### config.mk
export PLATFORM = sky130hd
export DESIGN_NAME = seq_multiplier_32bit_flat
export DESIGN_NICKNAME = d
export VERILOG_FILES = /design/src/rtl/seq_multiplier_32bit_if.sv /design/src/rtl/seq_multiplier_32bit.sv /design/src/flat_wrapper.sv
export SDC_FILE = /design/constraint.sdc
export NUM_CORES = 1
export LEC_CHECK = 0
export ABC_AREA = 1
export CELL_PAD_IN_SITES_DETAIL_PLACEMENT = 0
export CELL_PAD_IN_SITES_GLOBAL_PLACEMENT = 1
export CORE_MARGIN = 8
export CORE_UTILIZATION = 42
export CTS_CLUSTER_DIAMETER = 40
export DETAILED_ROUTE_END_ITERATION = 10
export PLACE_DENSITY = 0.95
export REMOVE_ABC_BUFFERS = 1
export SLEW_MARGIN = 20
export SYNTH_ARGS = -nofsm -noshare
export SYNTH_HDL_FRONTEND = slang
export SYNTH_SLANG_ARGS = --single-unit
export TNS_END_PERCENT = 20
### constraint.sdc
create_clock -name Clk -period 6.1 [get_ports Clk]
set_clock_uncertainty 0.05 [all_clocks]
set_input_delay 1.22 -clock Clk [delete_from_list [all_inputs] [get_ports Clk]]
set_output_delay 1.22 -clock Clk [all_outputs]
set_load 0.005 [all_outputs]
### src/rtl/seq_multiplier_32bit_if.sv
// Start/Busy/Done handshake and HI/LO result bundle
// for the sequential multiplier.
interface seq_multiplier_32bit_if #(
  parameter int WIDTH = 32
);
  logic             Start;
  logic             Signed;
  logic [WIDTH-1:0] A;
  logic [WIDTH-1:0] B;
  logic             Busy;
  logic             Done;
  logic [WIDTH-1:0] Hi;
  logic [WIDTH-1:0] Lo;

  modport master (
    output Start, Signed, A, B,
    input  Busy, Done, Hi, Lo
  );

  modport slave (
    input  Start, Signed, A, B,
    output Busy, Done, Hi, Lo
  );
endinterface

### src/rtl/seq_multiplier_32bit.sv
// Radix-2 shift-add multiplier for mult/multu.
// Magnitudes are multiplied, the sign is applied in FIX.
module seq_multiplier_32bit #(
  parameter int WIDTH = 32
) (
  input  logic                  Clk,
  input  logic                  ResetN,
  seq_multiplier_32bit_if.slave bus
);
  localparam int CW = $clog2(WIDTH) + 1;
  localparam int PW = 2 * WIDTH + 1;

  localparam logic [1:0] SelHold     = 2'b00;
  localparam logic [1:0] SelLoad     = 2'b01;
  localparam logic [1:0] SelShift    = 2'b10;
  localparam logic [1:0] SelAddShift = 2'b11;

  typedef enum logic [1:0] {
    IDLE, CALC, FIX, DONE
  } state_t;

  state_t           state;
  logic [PW-1:0]    product;
  logic [WIDTH-1:0] magA;
  logic             negRes;
  logic [CW-1:0]    count;
  logic             busy;
  logic             done;

  logic             startOk;
  logic             inCalc;
  logic [1:0]       sel;
  logic [WIDTH-1:0] magAIn;
  logic [WIDTH-1:0] magBIn;
  logic [WIDTH:0]   sum;

  assign startOk = bus.Start &
                   (state == IDLE || state == DONE);
  assign inCalc  = (state == CALC);

  assign magAIn = (bus.Signed & bus.A[WIDTH-1]) ?
                  (~bus.A + WIDTH'(1)) : bus.A;
  assign magBIn = (bus.Signed & bus.B[WIDTH-1]) ?
                  (~bus.B + WIDTH'(1)) : bus.B;

  assign sum = {1'b0, product[2*WIDTH-1:WIDTH]}
             + {1'b0, magA};

  always_comb begin
    sel = SelHold;
    unique case (1'b1)
      startOk:                 sel = SelLoad;
      inCalc &&  product[0]:   sel = SelAddShift;
      inCalc && !product[0]:   sel = SelShift;
      default:                 sel = SelHold;
    endcase
  end

  always_ff @(posedge Clk) begin
    if (!ResetN) begin
      state   <= IDLE;
      product <= '0;
      magA    <= '0;
      negRes  <= 1'b0;
      count   <= '0;
      busy    <= 1'b0;
      done    <= 1'b0;
    end else begin
      // FIX owns the product register; otherwise sel decides
      if (state == FIX) begin
        if (negRes)
          product[2*WIDTH-1:0] <= ~product[2*WIDTH-1:0]
                                + (2*WIDTH)'(1);
      end else begin
        case (sel)
          SelLoad:
            product <= {(WIDTH+1)'(0), magBIn};
          SelShift:
            product <= product >> 1;
          SelAddShift:
            product <= {sum, product[WIDTH-1:0]} >> 1;
          default:
            product <= product;
        endcase
      end

      case (state)
        IDLE, DONE: begin
          done <= 1'b0;
          if (bus.Start) begin
            magA   <= magAIn;
            negRes <= bus.Signed &
                      (bus.A[WIDTH-1] ^ bus.B[WIDTH-1]);
            count  <= '0;
            busy   <= 1'b1;
            state  <= CALC;
          end else begin
            state  <= IDLE;
          end
        end
        CALC: begin
          count <= count + CW'(1);
          if (count == CW'(WIDTH - 1))
            state <= FIX;
        end
        FIX: begin
          busy  <= 1'b0;
          done  <= 1'b1;
          state <= DONE;
        end
        default: state <= IDLE;
      endcase
    end
  end

  assign bus.Busy = busy;
  assign bus.Done = done;
  assign bus.Hi   = product[2*WIDTH-1:WIDTH];
  assign bus.Lo   = product[WIDTH-1:0];
endmodule

### src/flat_wrapper.sv
// flat-port wrapper written by rule: the top's interface ports become plain ports
module seq_multiplier_32bit_flat 
#(
  parameter int WIDTH = 32
)
  (Clk, ResetN, bus_Start, bus_Signed, bus_A, bus_B, bus_Busy, bus_Done, bus_Hi, bus_Lo);
  seq_multiplier_32bit_if #(.WIDTH(WIDTH)) bus_i ();
  input  logic Clk;
  input  logic ResetN;
  input wire logic [$bits(bus_i.Start)-1:0] bus_Start;
  input wire logic [$bits(bus_i.Signed)-1:0] bus_Signed;
  input wire logic [$bits(bus_i.A)-1:0] bus_A;
  input wire logic [$bits(bus_i.B)-1:0] bus_B;
  output wire logic [$bits(bus_i.Busy)-1:0] bus_Busy;
  output wire logic [$bits(bus_i.Done)-1:0] bus_Done;
  output wire logic [$bits(bus_i.Hi)-1:0] bus_Hi;
  output wire logic [$bits(bus_i.Lo)-1:0] bus_Lo;
  assign bus_i.Start = bus_Start;
  assign bus_i.Signed = bus_Signed;
  assign bus_i.A = bus_A;
  assign bus_i.B = bus_B;
  assign bus_Busy = bus_i.Busy;
  assign bus_Done = bus_i.Done;
  assign bus_Hi = bus_i.Hi;
  assign bus_Lo = bus_i.Lo;
  seq_multiplier_32bit #(.WIDTH(WIDTH)) u_core (.Clk(Clk), .ResetN(ResetN), .bus(bus_i));
endmodule
; Word-level counts from Yosys, hierarchy flattened
; Cells that the tools add are included.
[word_totals]
input_bits = 68
regBits = 108
out_inout_bits = 66
[classes]
n_reduce_logical = 15
n_addsub = 5
bitwise = 9
n_mux = 14
eq_ne = 10
[op_table]
columns = cell, n
row1 = $pmux W65 S3, 1
row2 = $mux W64, 2
row3 = $add A32 B1 Y32 const B, 2
row4 = $add A64 B1 Y64 const B, 1
row5 = $mux W32, 2
row6 = $not A32 Y32, 2
row7 = $not A64 Y64, 1
row8 = $add A32 B32 Y33, 1
row9 = $pmux W2 S3, 2
row10 = $pmux W6 S2, 1
row11 = $reduce_and A2 Y1, 5
row12 = $eq A2 B2 Y1 const B, 4
row13 = $add A6 B1 Y6 const B, 1
row14 = $eq A6 B5 Y1 const B, 1
row15 = $mux W6, 1
row16 = $and A1 B1 Y1, 4
row17 = $eq A2 B1 Y1 const B, 2
row18 = $ne A2 B2 Y1 const B, 2
row19 = $pmux W1 S2, 2
row20 = $reduce_bool A2 Y1, 2
row21 = $reduce_bool A4 Y1, 1
row22 = $reduce_bool A3 Y1, 1
row23 = $logic_and A1 B1 Y1, 2
row24 = $logic_not A2 Y1, 1
row25 = other kinds (8), 9

; Depth between registers and ports, before layout
[depth]
word_depth = 7
mapped_depth = 20
depth_no_buf = 18

; Worst setup path after synthesis
; OpenSTA, ideal clock, no wires.
[synth_timing]
path_type = input-to-reg
start = input port bus_Start
end = register u_core.product[14]
slack_ns = 2.924
cell_stages = 13
setup_time_ns = 0.081
required_time_ns = 5.969
arrival_ns = 3.045
path_buffers = 3
cell_sequence = nand2_1 -> clkbuf_1 -> o21ai_0 -> ha_1 -> nor3_1 -> inv_1 -> nand2_1 -> inv_1 -> nor2_4 -> inv_2 -> buf_2 -> buf_6 -> a41oi_1
[synth_via]
elab_chain_len = 5
word_cells_on_any_way = 9
cone_classes = 3 x eq/ne / 3 x mux / 1 x bitwise / 2 x reduce/logical
[synth_lines]
columns = item, line
row1 = "start, declared", flat_wrapper.sv:10  ; input wire logic [$bits(bus_i.Start)-1:0] bus_Start;
row2 = $and A1 B1 Y1 *, seq_multiplier_32bit.sv:37  ; assign startOk = bus.Start &
row3 = $pmux W2 S3 *, seq_multiplier_32bit.sv:51  ; unique case (1'b1)
row4 = $eq A2 B2 Y1 or $eq A2 B1 Y1 (tied branches), seq_multiplier_32bit.sv:75  ; case (sel)
row5 = $pmux W65 S3 or $reduce_bool A4 Y1 (tied branches), --
row6 = $mux W64 or $reduce_and A2 Y1 (tied branches), --
row7 = "end signal, assigned by index", seq_multiplier_32bit.sv:72  ; product[2*WIDTH-1:0] <= ~product[2*WIDTH-1:0]
row8 = "end signal, assigned", seq_multiplier_32bit.sv:77  ; product <= {(WIDTH+1)'(0), magBIn};
row9 = "end signal, assigned", seq_multiplier_32bit.sv:79  ; product <= product >> 1;
row10 = "end, declared", seq_multiplier_32bit.sv:23  ; logic [PW-1:0] product;
; Every way passes the cells marked *; elsewhere a longest branch is shown, timed or not. The select of a mux whose other input is x is not followed.
; A chain may end at the register's enable or synchronous reset.

; Worst setup path in the final report
[layout_timing]
start = input port bus_Start
end = register u_core.product[27]
; Same word-level chain as after synthesis.

==> impl_results.md <==
* Top-count cell post-synth: nand2_1
* DP HPWL at 31,600 um
* # rows at 59
* IO Count at 134
* Slowest stage delay, CP at 0.56 ns
* Initial antenna violation count at 0
* Predominant post-synthesis flop cell: dfxtp_1
* WL final at 39,600 um
* Hold depth at 2
* Type of the worst setup path: input port to register
* Via count at 13,000
* CTS Sinks at 107
* Placed insts at 2,409
* Fin area at 12,900 sq um
* Synth area leader: dfxtp_1
* Layout Nets at 2,195
* First-pass GRT wire length at 62,100 um
* Post-synth ARST share at 0
* Post-route ant nets at 0
* Hold slack at 0.417 ns
* Starting Density at 0.425
* Die W at 178 um
* # setup viols final at 0
* Hold Path Sink: u_core.bus.Busy
* Fill count at 2,829
* Cell Area, Placed at 12,600 sq um
* Gate power share at 0.661
* H-tree depth at 3
* Measured slew at the worst slew-check pin at 0.755 ns
* GRT Total Usage at 0.244
* Max-cap viol count at 0
* Worst VDD drop at 0.000395 V
* Diodes inserted at 0
* FF-to-FF setup slack at 2.34 ns
* Startpoint types: input port
* Status: finished, final reports clean
* Reg-to-reg startpoint: u_core.state[0]
* Syn Area/Cell at 5.53 sq um
* Root Buffer Master: clkbuf_16
* P_sw at 3010 uW
* Port bufs at 133
* Clock power frac at 0.111
* Crit end category: register
* Crit-path max FO at 22
* Mapped Cells at 1,985
* Seq/Total Area, Yosys at 0.195
* Total grt overflow at 0
* WL per Instance at 16.3 um
* Clock latency on the worst-skew pair at 0.37 ns
* Area Overhead vs Synth at 17.3%
* Yosys warning count at 0
* CTS Hold Bufs at 0
* Worst reg2reg path depth at 13
* Fin crit period at 4.26 ns
* Post-synth EDFFs at 0
* CTS buffer count at 9
* Vias per inst at 5.34
* CTS clk-pin slew, worst paths at 0.08 ns
* Arrival time at the worst endpoint at 4.51 ns
* Fin cells at 2,424
* Worst slew margin at 0.496
* Vias in the first global route at 11,500
* Core box area at 25,800 sq um
* Share of layout cells above drive strength 1 at 0.0321
* DR iter-0 viols at 1,266
* Unrepaired setup endpoints after global routing: no
* Synth top area share at 0.195
* Synth cell types at 48
* Post-CTS Setup Bufs at 0
* Mapped Area at 11,000 sq um
* Largest cells by area after synthesis: dfxtp_1 19%, nand2_1 19%, inv_1 10%
* Crit-path slowest cell: a21oi_4
* Critical path cell sequence: clkdlybuf4s50_1 -> nand2_1 -> o21ai_0 -> ha_1 -> buf_4 -> inv_1 -> a21oi_4 -> nand2_1 -> o21ai_0 -> o21bai_1 -> inv_1 -> a21oi_1
* PostCTS Resize Cnt at 0
* Fin. max-slew vios at 0
* Fmax at 235 MHz
* Switching Fraction at 0.541
* DRC viols at 0
* Largest net degree at the start of global routing at 59
* Hold_sp: u_core.bus.Busy
* Hold Vio Cnt, Final at 0
* Synth top cells by count: 549 x nand2_1, 307 x inv_1, 212 x nor2_1
* Period utilisation layout at 0.698
* CTS tree: done
* Pint at 2560 uW
* Full die area at 31,600 sq um
* GPL Wtd Cong at 0.988
* Initial DRT Pass Iterations at 6
* Chip height at 178 um
* Sequential power share at 0.228
* Leak at 0.00613 uW
* Cell Pwr Density at 432 nW/um^2
* RR Endpoint: u_core.product[27]
* Hold/Removal Path Class: register to register
* Flops & latches, synth at 107
* Final TNS setup at 0 ns
* Critical path required time at 6.35 ns
* Max Root-Sink Buffers at 2
[routing by layer]
metal | wire, um | global-route usage | part of all wire
met2 | 17600 | 0.384 | 0.45
met3 | 2940 | 0.0304 | 0.074
met5 | 0 | 0 | 0
met4 | 467 | 0.0504 | 0.012
met1 | 18600 | 0.351 | 0.47
[cells in the final DEF, fill, tap and decap left out, types with 3 or more instances in the layout]
cell type and count:
a31oi_1 7, and3_1 3, xor2_1 47, nand2_1 549
nand3_1 161, o21ai_0 146, o31ai_1 3, o211ai_1 17
nor2_4 4, nand4_1 20, clkdlybuf4s50_1 132, and2_1 3
nor2_1 211, nand2_2 3, a21oi_1 173, o22ai_1 7
nor2_2 12, ha_1 40, nor3_1 36, dfxtp_1 107
or2_2 7, o21bai_1 5, inv_2 4, o221ai_1 11
inv_1 307, nor4_1 4, clkbuf_16 9, xnor2_1 8
buf_4 14, nand3b_1 7, o21ai_1 6
[flip-flops by register name, summed over array words and instances, names as in the netlist]
register / flops
u_core.product: 64
u_core.magA: 32
u_core.count: 6
u_core.state: 2
u_core.bus.Busy: 1
u_core.bus.Done: 1
u_core.negRes: 1
[power groups by stage]
stage	registers, uW	clock network, uW	logic, uW
after floorplan	1170	0	2440
after global placement	1280	0	3560
after detailed placement	1280	0	3620
after CTS	1270	627	3640
after global routing	1300	649	4130
final	1270	617	3690
[worst max-delay path by stage]
| stage | start | to | slack, ns | cells after the start |
|---|---|---|---|---|
| 4_1_cts | bus_Start | u_core.product[27] | 1.84 | 12 |
| 6_report | bus_Start | u_core.product[27] | 1.84 | 12 |
| 2_1_floorplan | bus_Start | u_core.product[27] | 2.01 | 11 |
| 5_1_grt | bus_Start | u_core.product[27] | 1.50 | 12 |
| 3_3_place_gp | bus_Start | u_core.product[29] | 1.59 | 12 |
| 3_5_place_dp | bus_Start | u_core.product[27] | 1.47 | 12 |
[final cells by class]
class	instances	area, sq um	share of cell area
clock buffers	10	229	0.0178
clock inverters	5	55.1	0.00427
inverters	313	1170	0.0911
multi-input cells	1507	7440	0.577
flip-flops and latches	107	2140	0.166
well taps	335	419	0.0325
repair buffers	147	1430	0.111
[per-stage QoR]
step | worst slack [ns] | power (uW) | util
finish | 1.84 | 5570 | 0.499
global placement | 1.59 | 4850 | 0.488
detailed placement | 1.47 | 4900 | 0.488
CTS | 1.84 | 5530 | 0.499
floorplan | 2.01 | 3610 | -
global route | 1.50 | 6080 | 0.499
[logic make-up after synthesis]
kind of cell               Yosys count  share of synthesized area
and+or+nand+nor                   1025                      0.394
AOI/OAI and AO/OA                  385                      0.190
buffers and inverters              371                      0.128
DFF                                107                      0.195
xor gates and xnor gates            55                     0.0438
adders and majority gates           42                     0.0485
[worst max-delay path, delay by kind of cell]
kind / cells / cell delay [ns]
simple gates: 2 / 0.68
buf+inv: 4 / 1.09
fa+ha+maj: 1 / 0.21
compound gates: 5 / 1.31
(Power assumes the default switching activity.)
